===== src/rtl/lsu_bus_master.sv =====
// Load/store initiator for the 64-bit data bus: one access at a time, sub-dword loads extended,
// sub-dword stores done as read-modify-write. Optional macro: LSU_MISALIGN_FAULT_EN.
module lsu_bus_master #(
    parameter int RD_LATENCY = 1
) (
    input  logic        clk,
    input  logic        rst_n,
    input  logic        req_valid,
    output logic        req_ready,
    input  logic        req_store,
    input  logic [1:0]  req_size,
    input  logic        req_unsigned,
    input  logic [63:0] req_addr,
    input  logic [63:0] req_wdata,
    output logic        rsp_valid,
    output logic [63:0] rsp_rdata,
    output logic        rsp_fault,
    output logic        bus_rw,
    output logic [63:0] bus_addr,
    output logic [63:0] bus_write,
    input  logic [63:0] bus_read,
    input  logic        bus_exception
);

    localparam int CNT_W = $clog2(RD_LATENCY + 2);

    typedef enum logic [1:0] {IDLE, RD, WR, RESP} state_t;

    state_t            state, state_nx;
    logic [CNT_W-1:0]  cnt, cnt_nx;
    logic [63:0]       addr_p1, wdata_p1;
    logic [1:0]        size_p1;
    logic              store_p1, uns_p1;
    logic [2:0]        req_off;
    logic              misalign_fault;
    logic              req_ready_nx, rsp_valid_nx, rsp_fault_nx, bus_rw_nx;
    logic [63:0]       rsp_rdata_nx, bus_addr_nx, bus_write_nx;

    function automatic logic [2:0] low_mask(input logic [1:0] size);
        case (size)
            2'd0:    low_mask = 3'b000;
            2'd1:    low_mask = 3'b001;
            2'd2:    low_mask = 3'b011;
            default: low_mask = 3'b111;
        endcase
    endfunction

    function automatic logic [63:0] lane_mask(input logic [1:0] size);
        case (size)
            2'd0:    lane_mask = 64'h0000_0000_0000_00FF;
            2'd1:    lane_mask = 64'h0000_0000_0000_FFFF;
            2'd2:    lane_mask = 64'h0000_0000_FFFF_FFFF;
            default: lane_mask = 64'hFFFF_FFFF_FFFF_FFFF;
        endcase
    endfunction

    function automatic logic [63:0] load_extend(input logic [63:0] rd, input logic [2:0] off,
                                                input logic [1:0] size, input logic uns);
        logic [63:0] s;
        s = rd >> {off, 3'b000};
        case (size)
            2'd0:    load_extend = {{56{s[7]  & ~uns}}, s[7:0]};
            2'd1:    load_extend = {{48{s[15] & ~uns}}, s[15:0]};
            2'd2:    load_extend = {{32{s[31] & ~uns}}, s[31:0]};
            default: load_extend = s;
        endcase
    endfunction

    function automatic logic [63:0] store_merge(input logic [63:0] rd, input logic [63:0] wd,
                                                input logic [2:0] off, input logic [1:0] size);
        logic [63:0] m;
        m = lane_mask(size);
        store_merge = (rd & ~(m << {off, 3'b000})) | ((wd & m) << {off, 3'b000});
    endfunction

`ifdef LSU_MISALIGN_FAULT_EN
    assign misalign_fault = |(req_addr[2:0] & low_mask(req_size));
    assign req_off        = req_addr[2:0];
`else
    // Misaligned offsets are snapped down to the natural boundary of the access size.
    assign misalign_fault = 1'b0;
    assign req_off        = req_addr[2:0] & ~low_mask(req_size);
`endif

    // Request capture (stage p1): data only, no reset needed.
    always_ff @(posedge clk) begin
        if (state == IDLE && req_valid) begin
            addr_p1  <= {req_addr[63:3], req_off};
            wdata_p1 <= req_wdata;
            size_p1  <= req_size;
            store_p1 <= req_store;
            uns_p1   <= req_unsigned;
        end
    end

    always_comb begin
        state_nx     = state;
        cnt_nx       = cnt;
        rsp_valid_nx = 1'b0;
        rsp_fault_nx = 1'b0;
        rsp_rdata_nx = 64'd0;
        bus_rw_nx    = 1'b0;
        bus_addr_nx  = 64'd0;
        bus_write_nx = 64'd0;
        case (state)
            IDLE: begin
                if (req_valid) begin
                    if (misalign_fault) begin
                        state_nx     = RESP;
                        rsp_valid_nx = 1'b1;
                        rsp_fault_nx = 1'b1;
                    end else if (req_store && req_size == 2'd3) begin
                        state_nx     = WR;
                        bus_rw_nx    = 1'b1;
                        bus_addr_nx  = {req_addr[63:3], 3'b000};
                        bus_write_nx = req_wdata;
                    end else begin
                        state_nx    = RD;
                        cnt_nx      = CNT_W'(RD_LATENCY);
                        bus_addr_nx = {req_addr[63:3], 3'b000};
                    end
                end
            end
            RD: begin
                bus_addr_nx = {addr_p1[63:3], 3'b000};
                if (cnt != '0) begin
                    cnt_nx = cnt - CNT_W'(1);
                end else if (!store_p1) begin
                    state_nx     = RESP;
                    rsp_valid_nx = 1'b1;
                    rsp_fault_nx = bus_exception;
                    rsp_rdata_nx = bus_exception ? 64'd0
                                 : load_extend(bus_read, addr_p1[2:0], size_p1, uns_p1);
                    bus_addr_nx  = 64'd0;
                end else if (bus_exception) begin
                    state_nx     = RESP;
                    rsp_valid_nx = 1'b1;
                    rsp_fault_nx = 1'b1;
                    bus_addr_nx  = 64'd0;
                end else begin
                    state_nx     = WR;
                    bus_rw_nx    = 1'b1;
                    bus_write_nx = store_merge(bus_read, wdata_p1, addr_p1[2:0], size_p1);
                end
            end
            WR: begin
                state_nx     = RESP;
                rsp_valid_nx = 1'b1;
                rsp_fault_nx = bus_exception;
            end
            RESP:    state_nx = IDLE;
            default: state_nx = IDLE;
        endcase
        req_ready_nx = (state_nx == IDLE);
    end

    // Control and output registers (stage p2): every output is a flop.
    always_ff @(posedge clk or negedge rst_n) begin
        if (!rst_n) begin
            state     <= IDLE;
            cnt       <= '0;
            req_ready <= 1'b1;
            rsp_valid <= 1'b0;
            rsp_fault <= 1'b0;
            rsp_rdata <= 64'd0;
            bus_rw    <= 1'b0;
            bus_addr  <= 64'd0;
            bus_write <= 64'd0;
        end else begin
            state     <= state_nx;
            cnt       <= cnt_nx;
            req_ready <= req_ready_nx;
            rsp_valid <= rsp_valid_nx;
            rsp_fault <= rsp_fault_nx;
            rsp_rdata <= rsp_rdata_nx;
            bus_rw    <= bus_rw_nx;
            bus_addr  <= bus_addr_nx;
            bus_write <= bus_write_nx;
        end
    end

endmodule


===== config.mk =====
export PLATFORM = sky130hd
export DESIGN_NAME = lsu_bus_master
export DESIGN_NICKNAME = d
export VERILOG_FILES = /design/src/rtl/lsu_bus_master.sv
export SDC_FILE = /design/constraint.sdc
export NUM_CORES = 1
export LEC_CHECK = 0
export CORE_ASPECT_RATIO = 0.8
export CORE_MARGIN = 2
export CORE_UTILIZATION = 53
export DETAILED_ROUTE_END_ITERATION = 6
export GPL_TIMING_DRIVEN = 0
export PLACE_DENSITY = 0.95
export SYNTH_ARGS = -nofsm -noshare
export SYNTH_HDL_FRONTEND = slang
export SYNTH_SLANG_ARGS = --single-unit
export TNS_END_PERCENT = 10

===== constraint.sdc =====
create_clock -name clk -period 13.35 [get_ports clk]
set_clock_uncertainty 0.15 [all_clocks]
set_input_delay 4.005 -clock clk [delete_from_list [all_inputs] [get_ports clk]]
set_output_delay 4.005 -clock clk [all_outputs]
set_load 0.005 [all_outputs]

==> results of run 1 <==
[metrics by stage]
stage	cells	setup WS (ps)	hold WS (ps)	power, uW	instance area [um2]
global route	2070	6340	333	3600	20800
detailed placement	2012	6070	301	2560	19800
CTS	2069	6610	313	3460	20800
floorplan	1247	4640	293	1950	15300
finish	2072	6320	314	3510	20800
global placement	2009	360	297	2540	19700
[sequential cells by signal (all words and copies together), names as in the netlist]
name,cells
bus_addr,61
addr_p1,64
rsp_fault,1
bus_rw,1
bus_write,64
wdata_p1,64
size_p1,2
uns_p1,1
store_p1,1
cnt,2
rsp_rdata,64
req_ready,1
state,2
rsp_valid,1
[routing by layer]
| metal | wire length (um) | vias up | track usage |
|---|---|---|---|
| li1 | - | 5593 | - |
| met1 | 26100 | 6868 | 0.605 |
| met2 | 29100 | 1297 | 0.659 |
| met3 | 9950 | 247 | 0.165 |
| met4 | 3310 | 0 | 0.175 |
| met5 | 0 | - | 0 |
[critical path, delay by kind of cell]
family          cells  cell delay, ps
compound gates      1             120
simple gates        3            1300
buf+inv             3            1900
[power breakdown]
group	total, uW	switching (uW)	internal [uW]
registers	1360	95.5	1270
logic	1260	727	534
clock network	886	399	486
[layout make-up]
type                    count  area [um2]
inverters                   8        30.0
well taps                 370         463
multi-input cells         797        5750
repair buffers            395        4000
fillers                  1781        7590
clock inverters            10        86.3
clock buffers              47         906
plain buffers             113         616
diodes                      3        7.51
flip-flops and latches    329        8890
[how the worst max path moves through the flow]
stage	startpoint	endpoint	slack, ps
after floorplan	req_valid	bus_addr[13]$_DFF_PN0_	4640
final	req_size[1]	bus_write[5]$_DFF_PN0_	6320
after detailed placement	req_size[1]	bus_write[5]$_DFF_PN0_	6070
after global routing	req_size[1]	bus_write[60]$_DFF_PN0_	6340
after CTS	req_size[1]	bus_write[5]$_DFF_PN0_	6610
after global placement	rst_n	rsp_rdata[57]$_DFF_PN0_	360
[placed cells by master (no fill, tap or decap), types with 7 or more instances in the layout]
master             n
a211oi_1          23
a21oi_1           57
a21oi_2           30
a221o_1           14
a22o_1           103
a22oi_1           34
a2bb2oi_1          8
a32o_1            14
a32oi_1            9
buf_2             26
buf_4             12
buf_6             14
clkbuf_1          61
clkbuf_16         31
clkbuf_8           7
clkdlybuf4s50_1  391
dfrtp_1          196
edfxtp_1         132
inv_1              7
mux2_2            39
mux2i_1           56
mux4_2            15
nand2_1          117
nor2_1            51
nor2b_1           26
nor3_1            14
o211ai_1           8
o21ai_0           84
o21ai_1           18
o2bb2ai_1          7
[cell families (layout without fill, tap and decap cells)]
kind of cell | after synthesis | count (layout)
compound gates | 438 | 438
flops | 329 | 329
simple gates | 236 | 236
buf+inv | 121 | 573
mux | 116 | 116
fa+ha+maj | 4 | 4
other cells | 1 | 6
==> flow_summary.yaml, run 1 <==
route:
  dr_total_vias: 14000
  wl_um: 68500
  drt-initial-drc-count: 2283
  ant_nets: 0
  drc: 0
  wl_per_cell_um: 33.1
  firstDrtPassIters: 6
  via_per_inst: 6.76
synthesis:
  synthCells: 1245
  synth_xor_area_frac: 0
  synth_area_leaders: "dfrtp_1, edfxtp_1, a22o_1"
  netlist_top_cells_count: "dfrtp_1, edfxtp_1, nand2_1"
  ys_ff_latch: 329
  avgSynthCellArea_um2: 12.3
  synth_top_area_frac: 0.321
  yosysWarnings: 0
  synth_most_common_cell: "dfrtp_1"
  synth_area_um2: 15300
  synthAdderAreaFrac: 0.00327
  synth-simple-area-share: 0.0699
  muxShareOfSynthArea: 0.0923
  async_flop_share: 0.599
  synth_edf_count: 132
  seq_area_frac_synth: 0.582
  yosysUniqueCellTypes: 67
  synth_top_family_by_area: "compound AO/OA/AOI/OAI gates"
  synth_top_area_cell: "dfrtp_1"
  synth-compound-area-share: 0.210
  yosys_most_used_dff: "dfrtp_1"
worst_setup_path:
  r2r_cells: 8
  critPathKind: "input pin to flop"
  r2r_start: "state[0]$_DFF_PN0_"
  cpMostUsedCell: "clkbuf_1"
  cp.required_ps: 13670
  rrSetupSlack_ps: 9680
  r2r-end: "bus_write[5]$_DFF_PN0_"
  startpoint_type: "input pin"
  end_kind: "flop"
  cp.arrival_ps: 7350
  cp_cell_sequence: "clkdlybuf4s50_1, nand3_1, nor2_1, clkbuf_1, clkbuf_1, nand2_1, o21ai_0"
  max_stage_delay_ps: 890
  worstPathMaxFanout: 10
  crit_path_top_delay_cell: "nor2_1"
cells_and_area:
  nets: 1879
  post-route-util: 0.732
  drive_above_1_share: 0.119
  area_growth_pct: 35.8
sta:
  final.min_clock_period_ps: 7030
  tightest_slew_ps: 1180
  rsz0062_at_grt: "no"
  report.final.slew_viol_count: 0
  min_period_over_period: 0.527
  fin_setup_tns_ps: 0
  setup_viol: 0
  maxSlewHeadroom: 0.212
  hold_violations: 0
  max_freq_mhz: 142
placed_design:
  hpwl_um: 50300
  io_buffers: 392
  gp_congestion: 1.04
run_status:
  status: "finished, final reports clean"
worst_hold_path:
  hold_class: "flop to flop"
  hold_depth: 1
  hold_start: "addr_p1[52]$_DFFE_PP_"
  min_to: "bus_addr[52]$_DFF_PN0_"
global_route:
  grt_usage: 0.447
  grt_max_degree: 105
  grt-ovfl-total: 0
  grt_pass1_vias: 13900
  grt_antenna_before_repair: 1
  grt_pass1_wl_um: 97600
floorplanning:
  dieArea_um2: 30200
  initial_core_util: 0.539
  row_count: 55
  core_area_um2: 28400
  die_width_um: 194
  die_h_um: 156
  num_io_pins: 396
clock_tree:
  cts_tree: "built"
  clock_sinks: 329
  cts_buffers: 31
  ctsRootBufferMaster: "clkbuf_16"
  clockBufferDepth: 3
  cts_max_level: 1
  clkTransAtPathRegs_ps: 60
  ctsResizeCount: 0
  clk_latency_ps: 590
  cts_setup_buffers: 0
  cts_hold_buf: 0
power_and_ir_drop:
  p_leak_uw: 0.00817
  p_per_area_nw_per_um2: 169
  ir_worst_vdd_uv: 154
flow_run:
  drv_cap: 0
(Power assumes the default switching activity.)
==> run 2, diff against run 1 <==
- CORE_UTILIZATION: 53 -> 49
- PLACE_DENSITY: 0.95 -> 0.9
- clock period: 13.35 -> 7 ns (I/O delays scaled with it)
==> run 2 against run 1 <==
The run now ends with design-rule violations left. Register-to-register slack worse by 6300 ps. Cell count is 2.0% higher. Sequential cell count stayed put. Highest routed layer is now met5. Sequential share of layout area is 0.25 points lower. Total power is 90% higher. Combinational power is 85% higher. Die area is 8.0% higher. First-iteration DRC count is 23% lower. Worst setup slack worse by 4300 ps. Clock power is 99% higher. Count of clock-buffer cells in the layout is 8 lower. Critical path depth stayed put.
==> flow_summary.yaml, run 2 (synthesized netlist as in run 1, its figures left out) <==
run_status:
  status: "complete, but fails checks"
  violations: "design-rule violations"
route:
  drt-initial-drc-count: 1749
  via_per_inst: 6.41
  dr_total_vias: 13500
  ant_nets: 0
  wl_per_cell_um: 30.5
  wl_um: 64500
  drc: 16
  firstDrtPassIters: 7
global_route:
  grt_pass1_wl_um: 91700
  grt_max_degree: 108
  grt_usage: 0.389
  grt-ovfl-total: 0
  grt_antenna_before_repair: 2
  grt_pass1_vias: 13300
sta:
  report.final.slew_viol_count: 0
  final.min_clock_period_ps: 5020
  min_period_over_period: 0.718
  max_freq_mhz: 199
  hold_violations: 0
  maxSlewHeadroom: 0.194
  tightest_slew_ps: 1210
  rsz0062_at_grt: "no"
  setup_viol: 0
  worst_slack_ps: 1980
placed_design:
  hpwl_um: 49600
  io_buffers: 392
  place_ws_ps: 1650
  place_inst: 2055
  gp_congestion: 1.02
power_and_ir_drop:
  power.share.sequential: 0.386
  comb_power_share: 0.350
  ir_worst_vdd_uv: 188
  p_per_area_nw_per_um2: 319
  power_switching_uw: 2240
  p_int_uw: 4430
  p_sw_frac: 0.336
  power_frac_clock: 0.264
  p_leak_uw: 0.00821
worst_setup_path:
  startpoint_type: "input pin"
  cp_cell_sequence: "clkdlybuf4s50_1, nand3_1, nor2_1, clkbuf_1, clkbuf_1, nand2_1, o221ai_1"
  critPathKind: "input pin to flop"
  cpMostUsedCell: "clkbuf_1"
  worstPathMaxFanout: 10
  cp.required_ps: 7320
  crit_path_top_delay_cell: "nor2_1"
  end_kind: "flop"
  max_stage_delay_ps: 930
  critPathBufInv: 3
  crit_family: "buffers and inverters"
  cp.arrival_ps: 5340
clock_tree:
  cts_tree: "built"
  clkTransAtPathRegs_ps: 70
  cts_max_level: 1
  cts_hold_buf: 0
  cts_buffers: 31
  clock_sinks: 329
  ctsResizeCount: 0
  clockBufferDepth: 3
  ctsRootBufferMaster: "clkbuf_16"
  clk_latency_ps: 580
  cts_setup_buffers: 0
floorplanning:
  core_area_um2: 30500
  initial_core_util: 0.501
  die_h_um: 162
  die_width_um: 201
  num_io_pins: 396
  row_count: 57
  dieArea_um2: 32600
cells_and_area:
  stdcell_count: 2113
  mostFrequentLayoutCells: "clkdlybuf4s50_1, dfrtp_1, edfxtp_1, nand2_1, a22o_1"
  drive_above_1_share: 0.122
  nets: 1879
  area_growth_pct: 36.6
  final_common_cell: "clkdlybuf4s50_1"
worst_hold_path:
  hold_class: "flop to flop"
flow_run:
  drv_cap: 0
run 2: changes by cell type in the layout (fill, tap and decap cells not counted), sizes merged:
cell	change
bufinv	+2
clkbuf	-8
clkinv	+4
diode	-2
inv	+2
run 2: power by group through the flow:
stage	combinational, uW	sequential [uW]	clock [uW]
final	2330	2580	1760
after global routing	2430	2600	1830
after CTS	2270	2570	1760
after detailed placement	2250	2600	0
after global placement	2190	2640	0
after floorplan	1120	2610	0
run 2: worst paths after layout:
check                                 startpoint                       to  slack, ps  cells past startpoint
min reg2reg                addr_p1[58]$_DFFE_PP_   bus_addr[58]$_DFF_PN0_        320                      1
min in group asynchronous                  rst_n   bus_addr[46]$_DFF_PN0_       1340                      1
max in group asynchronous                  rst_n  rsp_rdata[60]$_DFF_PN0_       4360                      2
max reg2reg                   state[0]$_DFF_PN0_  bus_write[59]$_DFF_PN0_       3360                      8
min                        addr_p1[58]$_DFFE_PP_   bus_addr[58]$_DFF_PN0_        320                      1
max                                  req_size[1]  bus_write[59]$_DFF_PN0_       1980                      7
run 2: layer usage:
layer | up-vias | GRT usage | wire length [um]
li1 | 5578 | - | -
met1 | 6680 | 0.533 | 25400
met2 | 1074 | 0.560 | 27000
met3 | 208 | 0.150 | 8920
met4 | 5 | 0.148 | 2990
met5 | - | 0.0208 | 123
run 2: cell type report:
| class | count | area, um2 |
|---|---|---|
| Clock inverter | 18 | 181 |
| Antenna cell | 1 | 2.50 |
| Buffer | 113 | 616 |
| Fill cell | 2249 | 9640 |
| Clock buffer | 39 | 876 |
| Tap cell | 413 | 517 |
| Multi-Input combinational cell | 797 | 5750 |
| Timing Repair Buffer | 395 | 4010 |
| Sequential cell | 329 | 8890 |
| Inverter | 8 | 30.0 |
run 2: metrics by stage:
step	area (um2)	util	hold WS (ps)	TNS, ps	total power [uW]
floorplan	15300	-	293	0	3730
detailed placement	19800	0.649	298	0	4850
global route	20900	0.684	332	0	6870
CTS	20900	0.684	316	0	6600
finish	20900	0.684	316	0	6670
global placement	19700	0.646	297	-1112320	4830
==> run 3, diff against run 2 <==
- clock period: 7 -> 5.19 ns (I/O delays scaled with it)
==> run 3 against run 2 <==
The run now ends clean. First-iteration DRC count increased by 2.9%. Total power increased by 34%. Count of clock-buffer cells in the layout unchanged. Non-clock buffer count decreased by 1.
==> flow_summary.yaml, run 3 (synthesized netlist as in run 1, its figures left out) <==
sta:
  report.final.slew_viol_count: 0
  rsz0062_at_grt: "no"
  tightest_slew_ps: 1140
  min_period_over_period: 0.838
  hold_violations: 0
  holdWs_ps: 313
  max_freq_mhz: 230
  setup_viol: 0
  fin_setup_tns_ps: 0
  maxSlewHeadroom: 0.234
  final.min_clock_period_ps: 4350
power_and_ir_drop:
  power_uw: 8960
  p_per_area_nw_per_um2: 430
  p_leak_uw: 0.00818
  ir_worst_vdd_uv: 359
worst_setup_path:
  cpMostUsedCell: "clkbuf_1"
  max_stage_delay_ps: 810
  r2r_start: "state[0]$_DFF_PN0_"
  crit_family: "buffers and inverters"
  startpoint_type: "input pin"
  worstPathMaxFanout: 10
  cp.arrival_ps: 4680
  cp_cell_sequence: "clkdlybuf4s50_1, nand3_1, nor2_1, clkbuf_1, clkbuf_1, nand2_1, o221ai_1"
  startpoint: "req_size[1]"
  critPathKind: "input pin to flop"
  cp.required_ps: 5520
  end_kind: "flop"
  critPathBufInv: 3
  crit_path_top_delay_cell: "nor2_1"
route:
  dr_total_vias: 13600
  drt-initial-drc-count: 1799
  wl_per_cell_um: 30.6
  ant_nets: 0
  via_per_inst: 6.43
  firstDrtPassIters: 6
  wl_um: 64600
  drc: 0
placed_design:
  gp_congestion: 1.02
  place_inst: 2054
  hpwl_um: 49300
  io_buffers: 392
global_route:
  grt_pass1_wl_um: 91700
  use_met3: 0.111
  met1_usage: 0.555
  grt_antenna_before_repair: 4
  grt_usage: 0.389
  grt_pass1_vias: 13200
  met2_usage: 0.571
  busiest_layer: "met2"
  grt-ovfl-total: 0
  grt_max_degree: 110
floorplanning:
  initial_core_util: 0.501
  dieArea_um2: 32600
  die_width_um: 201
  row_count: 57
  num_io_pins: 396
  die_h_um: 162
  core_area_um2: 30500
cells_and_area:
  final_common_cell: "clkdlybuf4s50_1"
  drive_above_1_share: 0.121
  area_growth_pct: 36.4
  post-route-util: 0.683
  stdcell_count: 2113
  mostFrequentLayoutCells: "clkdlybuf4s50_1, dfrtp_1, edfxtp_1, nand2_1, a22o_1"
  nets: 1878
flow_run:
  drv_cap: 0
worst_hold_path:
  hold_class: "flop to flop"
  hold_start: "addr_p1[15]$_DFFE_PP_"
clock_tree:
  cts_setup_buffers: 0
  cts_hold_buf: 0
  cts_max_level: 1
  ctsResizeCount: 0
  clock_sinks: 329
  clkTransAtPathRegs_ps: 70
  cts_buffers: 31
  cts_tree: "built"
  clk_latency_ps: 580
  ctsRootBufferMaster: "clkbuf_16"
  clockBufferDepth: 3
run_status:
  status: "finished, final reports clean"
## run 3: routing by layer
| metal | share of wire | vias to the layer above |
|---|---|---|
| met2 | 0.43 | 1053 |
| li1 | - | 5585 |
| met5 | 0.00036 | - |
| met1 | 0.41 | 6779 |
| met4 | 0.042 | 4 |
| met3 | 0.12 | 172 |
## run 3: area by class of cell
type,instances,area [um2]
Inverter,8,30.0
Multi-Input combinational cell,797,5750
Antenna cell,2,5.00
Buffer,113,622
Clock buffer,39,857
Tap cell,413,517
Timing Repair Buffer,394,3980
Sequential cell,329,8890
Clock inverter,18,185
Fill cell,2231,9680
## run 3: path summary, 6_finish.rpt
path	cells past startpoint	slack (ps)	to
hold / removal	1	310	bus_addr[15]$_DFF_PN0_
hold reg to reg	1	310	bus_addr[15]$_DFF_PN0_
setup / recovery	7	840	bus_write[59]$_DFF_PN0_
setup reg to reg	8	1730	bus_write[59]$_DFF_PN0_
min in group asynchronous	1	810	bus_addr[6]$_DFF_PN0_
max in group asynchronous	2	3060	rsp_rdata[56]$_DFF_PN0_
## run 3: worst register-to-register path: stages (launching register included)
cell and delay, ps:
dfrtp_1 400, inv_1 110, ha_1 240, nand2_1 130, nor2_1 810, clkbuf_1 560, clkbuf_1 720, nand2_1 150
o221ai_1 120
## run 3: stage by stage
| step | instance area [um2] | setup slack (ps) |
|---|---|---|
| floorplan | 15300 | 1070 |
| global placement | 19700 | -5490 |
| detailed placement | 19800 | 406 |
| CTS | 20800 | 994 |
| global route | 20800 | 773 |
| finish | 20800 | 843 |
## run 3: power breakdown
part           total (uW)  switching, uW  internal, uW
sequential           3480            225          3260
combinational        3140           1780          1360
clock                2340           1010          1320
